## config.mk

```make
export PLATFORM = sky130hd
export DESIGN_NAME = lcd_ctrl
export DESIGN_NICKNAME = d
export VERILOG_FILES = /design/src/rtl/lcd_ctrl_pkg.sv /design/src/rtl/lcd_ctrl_if.sv /design/src/rtl/lcd_ctrl_timer.sv /design/src/rtl/lcd_ctrl.sv
export SDC_FILE = /design/constraint.sdc
export NUM_CORES = 1
export LEC_CHECK = 0
export CORE_MARGIN = 2
export CORE_UTILIZATION = 40
export DETAILED_ROUTE_END_ITERATION = 16
export MAX_ROUTING_LAYER = met4
export SYNTH_ARGS = -nofsm -noshare
export SYNTH_HDL_FRONTEND = slang
export SYNTH_SLANG_ARGS = --single-unit
```

## constraint.sdc

```tcl
create_clock -name i_clk -period 2.7 [get_ports i_clk]
set_input_delay 0.27 -clock i_clk [delete_from_list [all_inputs] [get_ports i_clk]]
set_output_delay 0.27 -clock i_clk [all_outputs]
set_load 0.02 [all_outputs]
```

## src/rtl/lcd_ctrl_pkg.sv

```systemverilog
// Shared types and constants for the LCD command engine: FSM states, store-word
// field positions, long-command codes and default HD44780-style timings.
package lcd_pkg;

    localparam int unsigned CNT_W    = 20;
    localparam int unsigned DATA_W   = 8;
    localparam int unsigned ON_BIT   = 31;
    localparam int unsigned RS_BIT   = 8;
    localparam int unsigned DATA_LSB = 0;

    localparam int unsigned DEF_SETUP_CYC = 2;
    localparam int unsigned DEF_PULSE_CYC = 12;
    localparam int unsigned DEF_HOLD_CYC  = 2;
    localparam int unsigned DEF_EXEC_CYC  = 2000;
    localparam int unsigned DEF_LONG_CYC  = 82000;
    localparam int unsigned DEF_PWR_CYC   = 750000;

    localparam logic [DATA_W-1:0] CMD_CLEAR    = 8'h01;
    localparam logic [DATA_W-1:0] CMD_HOME     = 8'h02;
    localparam logic [DATA_W-1:0] CMD_HOME_ALT = 8'h03;

    typedef enum logic [2:0] {
        ST_PWRUP,
        ST_IDLE,
        ST_SETUP,
        ST_PULSE,
        ST_HOLD,
        ST_EXEC
    } state_e;

    typedef struct packed {
        logic              rs;
        logic [DATA_W-1:0] data;
    } lcd_cmd_t;

    // Clear and return-home instructions need the long execution wait.
    function automatic logic is_long_cmd(input lcd_cmd_t cmd);
        return !cmd.rs && (cmd.data == CMD_CLEAR || cmd.data == CMD_HOME ||
                           cmd.data == CMD_HOME_ALT);
    endfunction

endpackage

```

## src/rtl/lcd_ctrl_if.sv

```systemverilog
// Interfaces for the LCD engine: the timer load/zero handshake and the
// software-facing register/LCD pin bundle.
interface lcd_tmr_if;
    import lcd_pkg::*;

    logic             load;
    logic [CNT_W-1:0] load_val;
    logic             zero_c;

    modport master (output load, output load_val, input zero_c);
    modport slave  (input load, input load_val, output zero_c);
endinterface


```

## src/rtl/lcd_ctrl_timer.sv

```systemverilog
// Loadable down-counter that holds at zero and flags it; reset value is the
// power-up wait so the engine starts counting straight out of reset.
module lcd_timer
    import lcd_pkg::*;
#(
    parameter int unsigned RST_VAL = 0
) (
    input  logic       clk,
    input  logic       rst,
    lcd_tmr_if.slave   tmr
);

    logic [CNT_W-1:0] cnt_q, cnt_d;

    always_comb begin
        cnt_d = cnt_q;
        if (tmr.load) begin
            cnt_d = tmr.load_val;
        end else if (cnt_q != '0) begin
            cnt_d = cnt_q - CNT_W'(1);
        end
    end

    always_ff @(posedge clk or posedge rst) begin
        if (rst) begin
            cnt_q <= CNT_W'(RST_VAL);
        end else begin
            cnt_q <= cnt_d;
        end
    end

    assign tmr.zero_c = (cnt_q == '0);

endmodule

```

## src/rtl/lcd_ctrl.sv

```systemverilog
// Write-only LCD command engine: sequences setup/EN-pulse/hold/execute timing
// for each store, with a one-entry pending slot and a sticky overrun flag.
module lcd_ctrl
    import lcd_pkg::*;
#(
    parameter int unsigned SETUP_CYC = DEF_SETUP_CYC,
    parameter int unsigned PULSE_CYC = DEF_PULSE_CYC,
    parameter int unsigned HOLD_CYC  = DEF_HOLD_CYC,
    parameter int unsigned EXEC_CYC  = DEF_EXEC_CYC,
    parameter int unsigned LONG_CYC  = DEF_LONG_CYC,
    parameter int unsigned PWR_CYC   = DEF_PWR_CYC
) (
    input  logic        i_clk,
    input  logic        i_rst,
    input  logic        i_wr,
    input  logic [31:0] i_wdata,
    output logic        o_busy,
    output logic        o_overrun,
    output logic        o_lcd_on,
    output logic        o_lcd_en,
    output logic        o_lcd_rs,
    output logic        o_lcd_rw,
    output logic [7:0]  o_lcd_data
);

    state_e   state_q, state_d;
    lcd_cmd_t cmd_q, cmd_d;
    lcd_cmd_t slot_q, slot_d;
    logic     slot_vld_q, slot_vld_d;
    logic     on_q, on_d;
    logic     ovr_q, ovr_d;
    logic     busy_q, busy_d;
    logic     en_q, en_d;

    lcd_cmd_t wr_cmd;
    logic     wr_on;
    logic     go_slot;
    logic     launch;

    logic     unused_wdata;
    assign unused_wdata = ^i_wdata[30:9];

    lcd_tmr_if tmr ();

    lcd_timer #(.RST_VAL(PWR_CYC - 1)) u_timer (
        .clk (i_clk),
        .rst (i_rst),
        .tmr (tmr.slave)
    );

    always_comb begin
        wr_cmd.rs   = i_wdata[RS_BIT];
        wr_cmd.data = i_wdata[DATA_LSB +: DATA_W];
        wr_on       = i_wdata[ON_BIT];
    end

    // Next-state, slot bookkeeping and timer loads.
    always_comb begin
        state_d      = state_q;
        cmd_d        = cmd_q;
        slot_d       = slot_q;
        slot_vld_d   = slot_vld_q;
        on_d         = on_q;
        ovr_d        = ovr_q;
        go_slot      = 1'b0;
        launch       = 1'b0;
        tmr.load     = 1'b0;
        tmr.load_val = '0;

        case (state_q)
            ST_PWRUP, ST_EXEC: begin
                if (tmr.zero_c) begin
                    if (slot_vld_q) go_slot = 1'b1;
                    else            state_d = ST_IDLE;
                end
            end
            ST_IDLE: begin
                // A write that landed in the slot on the PWRUP exit is started here.
                if (slot_vld_q)  go_slot = 1'b1;
                else if (i_wr)   launch  = 1'b1;
            end
            ST_SETUP: begin
                if (tmr.zero_c) begin
                    state_d      = ST_PULSE;
                    tmr.load     = 1'b1;
                    tmr.load_val = CNT_W'(PULSE_CYC - 1);
                end
            end
            ST_PULSE: begin
                if (tmr.zero_c) begin
                    state_d      = ST_HOLD;
                    tmr.load     = 1'b1;
                    tmr.load_val = CNT_W'(HOLD_CYC - 1);
                end
            end
            ST_HOLD: begin
                if (tmr.zero_c) begin
                    state_d      = ST_EXEC;
                    tmr.load     = 1'b1;
                    tmr.load_val = is_long_cmd(cmd_q) ? CNT_W'(LONG_CYC - 1)
                                                      : CNT_W'(EXEC_CYC - 1);
                end
            end
            default: state_d = ST_IDLE;
        endcase

        if (go_slot || launch) begin
            state_d      = ST_SETUP;
            cmd_d        = go_slot ? slot_q : wr_cmd;
            tmr.load     = 1'b1;
            tmr.load_val = CNT_W'(SETUP_CYC - 1);
        end

        if (go_slot) slot_vld_d = 1'b0;

        if (i_wr) begin
            if (launch) begin
                on_d = wr_on;
            end else if (!slot_vld_q || go_slot) begin
                slot_d     = wr_cmd;
                slot_vld_d = 1'b1;
                on_d       = wr_on;
            end else begin
                ovr_d = 1'b1;
            end
        end

        busy_d = (state_d != ST_IDLE) || slot_vld_d;
        en_d   = (state_d == ST_PULSE);
    end

    always_ff @(posedge i_clk or posedge i_rst) begin
        if (i_rst) begin
            state_q    <= ST_PWRUP;
            cmd_q      <= '0;
            slot_q     <= '0;
            slot_vld_q <= 1'b0;
            on_q       <= 1'b0;
            ovr_q      <= 1'b0;
            busy_q     <= 1'b1;
            en_q       <= 1'b0;
        end else begin
            state_q    <= state_d;
            cmd_q      <= cmd_d;
            slot_q     <= slot_d;
            slot_vld_q <= slot_vld_d;
            on_q       <= on_d;
            ovr_q      <= ovr_d;
            busy_q     <= busy_d;
            en_q       <= en_d;
        end
    end

    assign o_busy     = busy_q;
    assign o_overrun  = ovr_q;
    assign o_lcd_on   = on_q;
    assign o_lcd_en   = en_q;
    assign o_lcd_rs   = cmd_q.rs;
    assign o_lcd_rw   = 1'b0;
    assign o_lcd_data = cmd_q.data;

endmodule
```

==> results of run 1 <==
==> kinds of logic after synthesis <==
kind of cell    share of synthesized area, %
buf+inv                                3.683
flops                                  44.10
mux                                    10.43
compound gates                         17.85
fa+ha+maj                             0.9441
other cells                           0.1415
xor+xnor                               4.297
simple gates                           18.56
==> power breakdown <==
part / total, W / internal, W / switching [W]
sequential: 0.000861 / 0.000788 / 0.0000734
combinational: 0.000242 / 0.000130 / 0.000112
clock: 0.000480 / 0.000235 / 0.000244
total: 0.00158 / 0.00115 / 0.000430
==> layer usage <==
layer,GRT usage [%],share of wire (%)
met3,2.918,2.1
met4,4.473,0.62
met2,24.79,46
met5,-,0
met1,24.80,51
==> worst max-delay path by stage <==
stage,from,to,slack (ns),cells after the start
3_3_place_gp,u_timer.cnt_q[0]$_DFFE_PP1P_,u_timer.cnt_q[11]$_DFFE_PP0P_,0.18,7
4_1_cts,u_timer.cnt_q[0]$_DFFE_PP1P_,u_timer.cnt_q[4]$_DFFE_PP0P_,0.10,7
5_1_grt,u_timer.cnt_q[0]$_DFFE_PP1P_,o_lcd_data[0]$_DFFE_PP0P_,0.06,8
2_1_floorplan,u_timer.cnt_q[0]$_DFFE_PP1P_,u_timer.cnt_q[3]$_DFFE_PP1P_,0.58,9
6_report,u_timer.cnt_q[0]$_DFFE_PP1P_,o_lcd_data[0]$_DFFE_PP0P_,0.22,8
3_5_place_dp,u_timer.cnt_q[0]$_DFFE_PP1P_,u_timer.cnt_q[4]$_DFFE_PP0P_,0.13,7
==> metrics by stage <==
| step | hold WS, ns | area, sq um |
|---|---|---|
| after floorplan | 0.4017 | 2650 |
| after global placement | 0.4617 | 3023 |
| after detailed placement | 0.4634 | 3023 |
| after CTS | 0.3190 | 3128 |
| after global routing | 0.3318 | 3132 |
| final | 0.3003 | 3132 |
==> worst reg2reg max path: stages (launching register included) <==
cell and delay [ns]:
dfstp_2 0.56, inv_1 0.08, ha_1 0.24, nor4b_2 0.18, and4b_2 0.30, buf_4 0.17
a31oi_4 0.24, a211o_1 0.44, a22oi_2 0.14
==> final cells by class <==
cell class	instances	share of cell area (%)
multi-input combinational	180	44.31
clock buffer	7	3.076
clock inverter	1	0.2797
inverter	7	0.8390
sequential	46	37.32
tap	77	3.076
timing repair buffer	38	11.11
==> sequential cells by signal (all words and copies together), names as in the netlist <==
name           cells
o_busy             1
o_lcd_data         8
o_lcd_en           1
o_lcd_on           1
o_lcd_rs           1
o_overrun          1
slot_q             9
slot_vld_q         1
state_q            3
u_timer.cnt_q     20
==> cell usage in the layout (no fill, tap or decap), types with 6 or more instances in the layout <==
master           synthesis  layout
dfrtp_1                 32      32
nor2_1                  30      30
clkdlybuf4s50_1          0      25
dfstp_2                 14      14
mux2i_1                 13      13
buf_4                    2      13
o21ai_0                 12      12
nand2_1                 12      12
a22oi_2                  9       9
mux2_4                   9       9
xnor2_1                  8       8
a21oi_1                  9       8
nand2b_1                 7       7
clkbuf_8                 0       7
inv_1                    7       6
==> results.py, run 1 <==
metrics = {
    "critical_path": {
        "required_ns": 2.86,
        "end_kind": "register",
        "critPathKind": "register to register",
        "critPathMaxFanout": 9,
        "reg2reg_depth": 8,
        "cp_top_family": "compound AO/OA/AOI/OAI gates",
        "max_stage_delay_ns": 0.56,
        "path_cells": "inv_1, ha_1, nor4b_2, and4b_2, buf_4, a31oi_4, a211o_1, a22oi_2",
        "cp-start-kind": "register",
        "path_buf_inv": 2,
        "r2r_start": "u_timer.cnt_q[0]$_DFFE_PP1P_",
        "r2r_end": "o_lcd_data[0]$_DFFE_PP0P_",
        "rrSetupSlack_ns": 0.22,
        "crit_slowest_cell": "dfstp_2",
        "cp.arrival_ns": 2.64,
    },
    "clocking": {
        "insertion_delay_ns": 0.30,
        "cts-buffers-inserted": 5,
        "cts_setup_buffers": 0,
        "htreeDepth": 2,
        "clockRootBuffer": "clkbuf_8",
        "clock_path_buffers": 2,
        "clk_pin_slew_worst_paths_ns": 0.09,
        "cts_sinks": 46,
        "holdBufCountCts": 0,
        "cts-resized-gates": 0,
        "tritoncts": "yes",
    },
    "yosys": {
        "ys_top_cells_by_area": "dfrtp_1, dfstp_2, mux2_4",
        "netlist_area_sq_mm": 0.002650,
        "synth.top_cells.by_count": "dfrtp_1, nor2_1, dfstp_2, mux2i_1",
        "synth-edff-count": 0,
        "synth.most_common_cell": "dfrtp_1",
        "yosysUniqueCellTypes": 63,
        "synthArstFlopShare_pct": 100.0,
        "yosys_warnings": 0,
        "ys.flop_type": "dfrtp_1",
        "synth.avg_cell_area_sq_um": 10.82,
        "synth_largest_area_cell": "dfrtp_1",
        "ys_seq_area_share_pct": 44.10,
        "syn-num-nets": 282,
        "synth_top_area_share_pct": 30.22,
        "postSynthCellCount": 245,
        "ys_seq_elements": 46,
    },
    "grt": {
        "overflow": 0,
        "grt_max_degree": 21,
        "grt_pass1_vias": 1916,
        "grt_pass1_wl_microns": 9577,
        "track_usage_pct": 17.09,
        "antenna_found_initial": 0,
    },
    "timing": {
        "fin_crit_ns": 2.481,
        "drv_slew": 0,
        "fmax_ghz": 0.4031,
        "clock-skew-final_ns": 0.006865,
        "finalHoldViolations": 0,
        "worst_pin_slew_ns": 0.5441,
        "rsz0062_at_grt": "false",
        "fin_setup_tns_ns": 0,
        "finalCritPeriodShare_pct": 91.89,
        "slew_headroom_pct": 63.73,
        "fin_ws_ns": 0.2190,
        "finalSetupViolCount": 0,
    },
    "power": {
        "finalPower_w": 0.001583,
        "irDropWorstVdd_v": 0.0004011,
        "power.density_mw_per_mm2": 505.5,
        "leakage_nw": 1.170,
    },
    "cells_and_area": {
        "layout.nets": 315,
        "fin_util_pct": 49.04,
        "syn2layout_area_growth_pct": 18.18,
        "n_fill_cell": 597,
        "layout-drive-gt1-share_pct": 26.16,
        "regArea_sq_mm": 0.001169,
        "multi_input_area_sq_mm": 0.001388,
        "antenna_cells": 0,
        "final_cells": 356,
    },
    "floorplanning": {
        "io_pins": 49,
        "die_w_microns": 85.40,
        "placementRows": 29,
        "start_util_pct": 41.50,
        "die-area_sq_mm": 0.007292,
        "die_y_microns": 85.40,
        "core_region_area_sq_mm": 0.006386,
    },
    "route": {
        "wl_microns": 5636,
        "vias": 1907,
        "avgRoutedWirePerCell_microns": 15.83,
        "post-route-drc-count": 0,
        "drt_first_pass_iters": 4,
        "viasPerCell": 5.357,
        "antenna_left": 0,
        "drtIter0Drc": 81,
    },
    "flow_run": {
        "drv_cap": 0,
    },
    "place": {
        "hpwl_microns": 4056,
        "place_ws_ns": 0.1297,
        "port-buffer-count": 25,
        "dp_cells": 348,
        "gp_congestion": 0.8867,
    },
    "run_status": {
        "status": "finished, final reports clean",
    },
    "hold_path": {
        "min_path_type": "primary input to asynchronous set/reset pin",
    },
}
Power figures use the tool's default switching activity.
==> inputs of run 2 (changes only) <==
--- a/config.mk
+++ b/config.mk
@@ -8,6 +8,7 @@
 export CORE_MARGIN = 2
 export CORE_UTILIZATION = 40
 export DETAILED_ROUTE_END_ITERATION = 16
+export GPL_TIMING_DRIVEN = 0
 export MAX_ROUTING_LAYER = met4
 export SYNTH_ARGS = -nofsm -noshare
 export SYNTH_HDL_FRONTEND = slang
==> run 2 against run 1 <==
Against the previous run:
- design area down 0.60%
- largest cell class unchanged
- highest routed layer unchanged
- via count is 2.9% higher
- critical path depth rose by 1
- die area is the same
- sequential power is essentially flat
- register-to-register slack better by 0.09 ns
- cell count down 0.28%
==> results.py, run 2 (synthesized netlist as in run 1, its figures left out) <==
metrics = {
    "grt": {
        "met3_usage_pct": 2.918,
        "antenna_found_initial": 0,
        "track_usage_pct": 17.13,
        "use_met1_pct": 24.46,
        "met2_usage_pct": 25.14,
        "grt_pass1_vias": 1969,
        "grt_pass1_wl_microns": 9756,
        "overflow": 0,
        "grt_max_degree": 31,
        "grt_most_used_layer": "met2",
    },
    "critical_path": {
        "cp-start-kind": "register",
        "path_buf_inv": 3,
        "rrSetupSlack_ns": 0.31,
        "required_ns": 2.92,
        "end_kind": "register",
        "crit_slowest_cell": "dfstp_2",
        "critPathMaxFanout": 10,
        "critPathKind": "register to register",
        "r2r_start": "u_timer.cnt_q[0]$_DFFE_PP1P_",
        "worst-path-stages": 9,
        "cp-startpoint": "u_timer.cnt_q[0]$_DFFE_PP1P_",
        "r2r_end": "u_timer.cnt_q[3]$_DFFE_PP1P_",
        "max_stage_delay_ns": 0.55,
        "cp_top_family": "compound AO/OA/AOI/OAI gates",
        "reg2reg_depth": 9,
        "path_cells": "inv_1, ha_1, nor4b_2, and4b_2, buf_4, a311oi_1, a21oi_1, buf_2, o2bb2ai_1",
        "crit_end": "u_timer.cnt_q[3]$_DFFE_PP1P_",
        "cp.arrival_ns": 2.62,
    },
    "clocking": {
        "clk_pin_slew_worst_paths_ns": 0.09,
        "tritoncts": "yes",
        "cts_sinks": 46,
        "htreeDepth": 2,
        "insertion_delay_ns": 0.30,
        "cts-buffers-inserted": 5,
        "cts_setup_buffers": 0,
        "holdBufCountCts": 0,
        "clock_path_buffers": 2,
        "cts-resized-gates": 0,
        "clockRootBuffer": "clkbuf_8",
    },
    "timing": {
        "finalCritPeriodShare_pct": 88.66,
        "clock-skew-final_ns": 0.01201,
        "fin_setup_tns_ns": 0,
        "fmax_ghz": 0.4177,
        "drv_slew": 0,
        "worst_pin_slew_ns": 0.6350,
        "finalSetupViolCount": 0,
        "fin_ws_ns": 0.3061,
        "slew_headroom_pct": 57.62,
        "fin_crit_ns": 2.394,
        "rsz0062_at_grt": "false",
        "finalHoldViolations": 0,
    },
    "cells_and_area": {
        "regArea_sq_mm": 0.001169,
        "regMostFlops": "u_timer.cnt_q",
        "antenna_cells": 0,
        "n_fill_cell": 590,
        "largest_reg_flops": 20,
        "layout-drive-gt1-share_pct": 23.38,
        "final_cell_mix": "dfrtp_1, nor2_1, clkdlybuf4s50_1",
        "layout.nets": 314,
        "layout_commonest_cell": "dfrtp_1",
        "syn2layout_area_growth_pct": 17.47,
        "multi_input_area_sq_mm": 0.001384,
    },
    "route": {
        "drt_first_pass_iters": 5,
        "drtIter0Drc": 111,
        "avgRoutedWirePerCell_microns": 15.79,
        "vias": 1963,
        "post-route-drc-count": 0,
        "wl_microns": 5605,
        "antenna_left": 0,
        "viasPerCell": 5.530,
    },
    "floorplanning": {
        "io_pins": 49,
        "die-area_sq_mm": 0.007292,
        "placementRows": 29,
        "die_w_microns": 85.40,
        "core_region_area_sq_mm": 0.006386,
        "start_util_pct": 41.50,
        "die_y_microns": 85.40,
    },
    "power": {
        "leakage_nw": 1.150,
        "irDropWorstVdd_v": 0.0003706,
        "power.density_mw_per_mm2": 513.3,
    },
    "place": {
        "hpwl_microns": 3978,
        "place_ws_ns": 0.3016,
        "gp_congestion": 0.8005,
        "port-buffer-count": 24,
    },
    "hold_path": {
        "min_path_type": "primary input to asynchronous set/reset pin",
    },
    "run_status": {
        "status": "finished, final reports clean",
    },
    "flow_run": {
        "drv_cap": 0,
    },
}
## run 2: changes by cell type in the layout (fill, tap and decap cells not counted)
cell,previous run,this run
bufinv_16,0,1
buf_6,0,2
clkinv_4,1,0
clkdlybuf4s50_1,25,24
buf_2,0,3
clkbuf_1,0,7
buf_12,0,1
a21oi_2,1,0
a21oi_1,8,9
buf_4,13,2
clkbuf_8,7,5
## run 2: worst min path at each step
| stage | end | startpoint | slack [ns] | cells past startpoint |
|---|---|---|---|---|
| after detailed placement | o_overrun$_DFFE_PP0P_ | o_overrun$_DFFE_PP0P_ | 0.46 | 1 |
| after global placement | o_overrun$_DFFE_PP0P_ | o_overrun$_DFFE_PP0P_ | 0.46 | 1 |
| after floorplan | o_lcd_on$_DFFE_PP0P_ | i_wdata[31] | 0.40 | 1 |
| after global routing | u_timer.cnt_q[11]$_DFFE_PP0P_ | i_rst | 0.31 | 2 |
| after CTS | u_timer.cnt_q[11]$_DFFE_PP0P_ | i_rst | 0.27 | 2 |
| final | u_timer.cnt_q[11]$_DFFE_PP0P_ | i_rst | 0.26 | 2 |
## run 2: layout make-up
cell class                      instances  share of cell area [%]
Sequential cell                        46                   37.54
Timing Repair Buffer                   25                   8.360
Clock buffer                            7                   2.452
Inverter                                7                  0.8441
Buffer                                 12                   2.291
Multi-Input combinational cell        180                   44.45
Tap cell                               77                   3.095
Clock inverter                          1                  0.9646
## run 2: per-stage QoR
| stage | instance area (sq um) | cells | total power (W) | utilization [%] | hold slack (ns) |
|---|---|---|---|---|---|
| 2_1_floorplan | 2650 | 245 | 0.001033 | - | 0.4017 |
| 3_5_place_dp | 3007 | 347 | 0.001099 | 47.08 | 0.4613 |
| 5_1_grt | 3113 | 355 | 0.001671 | 48.75 | 0.3051 |
| 4_1_cts | 3113 | 355 | 0.001613 | 48.75 | 0.2680 |
| 6_report | 3113 | 355 | 0.001598 | 48.75 | 0.2575 |
| 3_3_place_gp | 2987 | 346 | 0.001091 | 46.77 | 0.4625 |
## run 2: power by group
group / switching [W] / internal (W)
logic: 0.000107 / 0.000115
registers: 0.0000734 / 0.000788
clock network: 0.000236 / 0.000278
## run 2: layer usage
layer | routed length, microns | vias up | part of all wire (%)
li1 | - | 947 | -
met1 | 2771 | 982 | 49
met2 | 2629 | 30 | 47
met3 | 165 | 4 | 2.9
met4 | 39 | 0 | 0.70
met5 | 0 | - | 0
==> inputs of run 3 (changes only) <==
--- a/config.mk
+++ b/config.mk
@@ -7,6 +7,7 @@
 export LEC_CHECK = 0
 export CORE_MARGIN = 2
 export CORE_UTILIZATION = 40
+export CTS_CLUSTER_DIAMETER = 50
 export DETAILED_ROUTE_END_ITERATION = 16
 export GPL_TIMING_DRIVEN = 0
 export MAX_ROUTING_LAYER = met4
==> results of run 3 <==
Same layout as run 2: the final DEF is identical, and so are final timing and power.
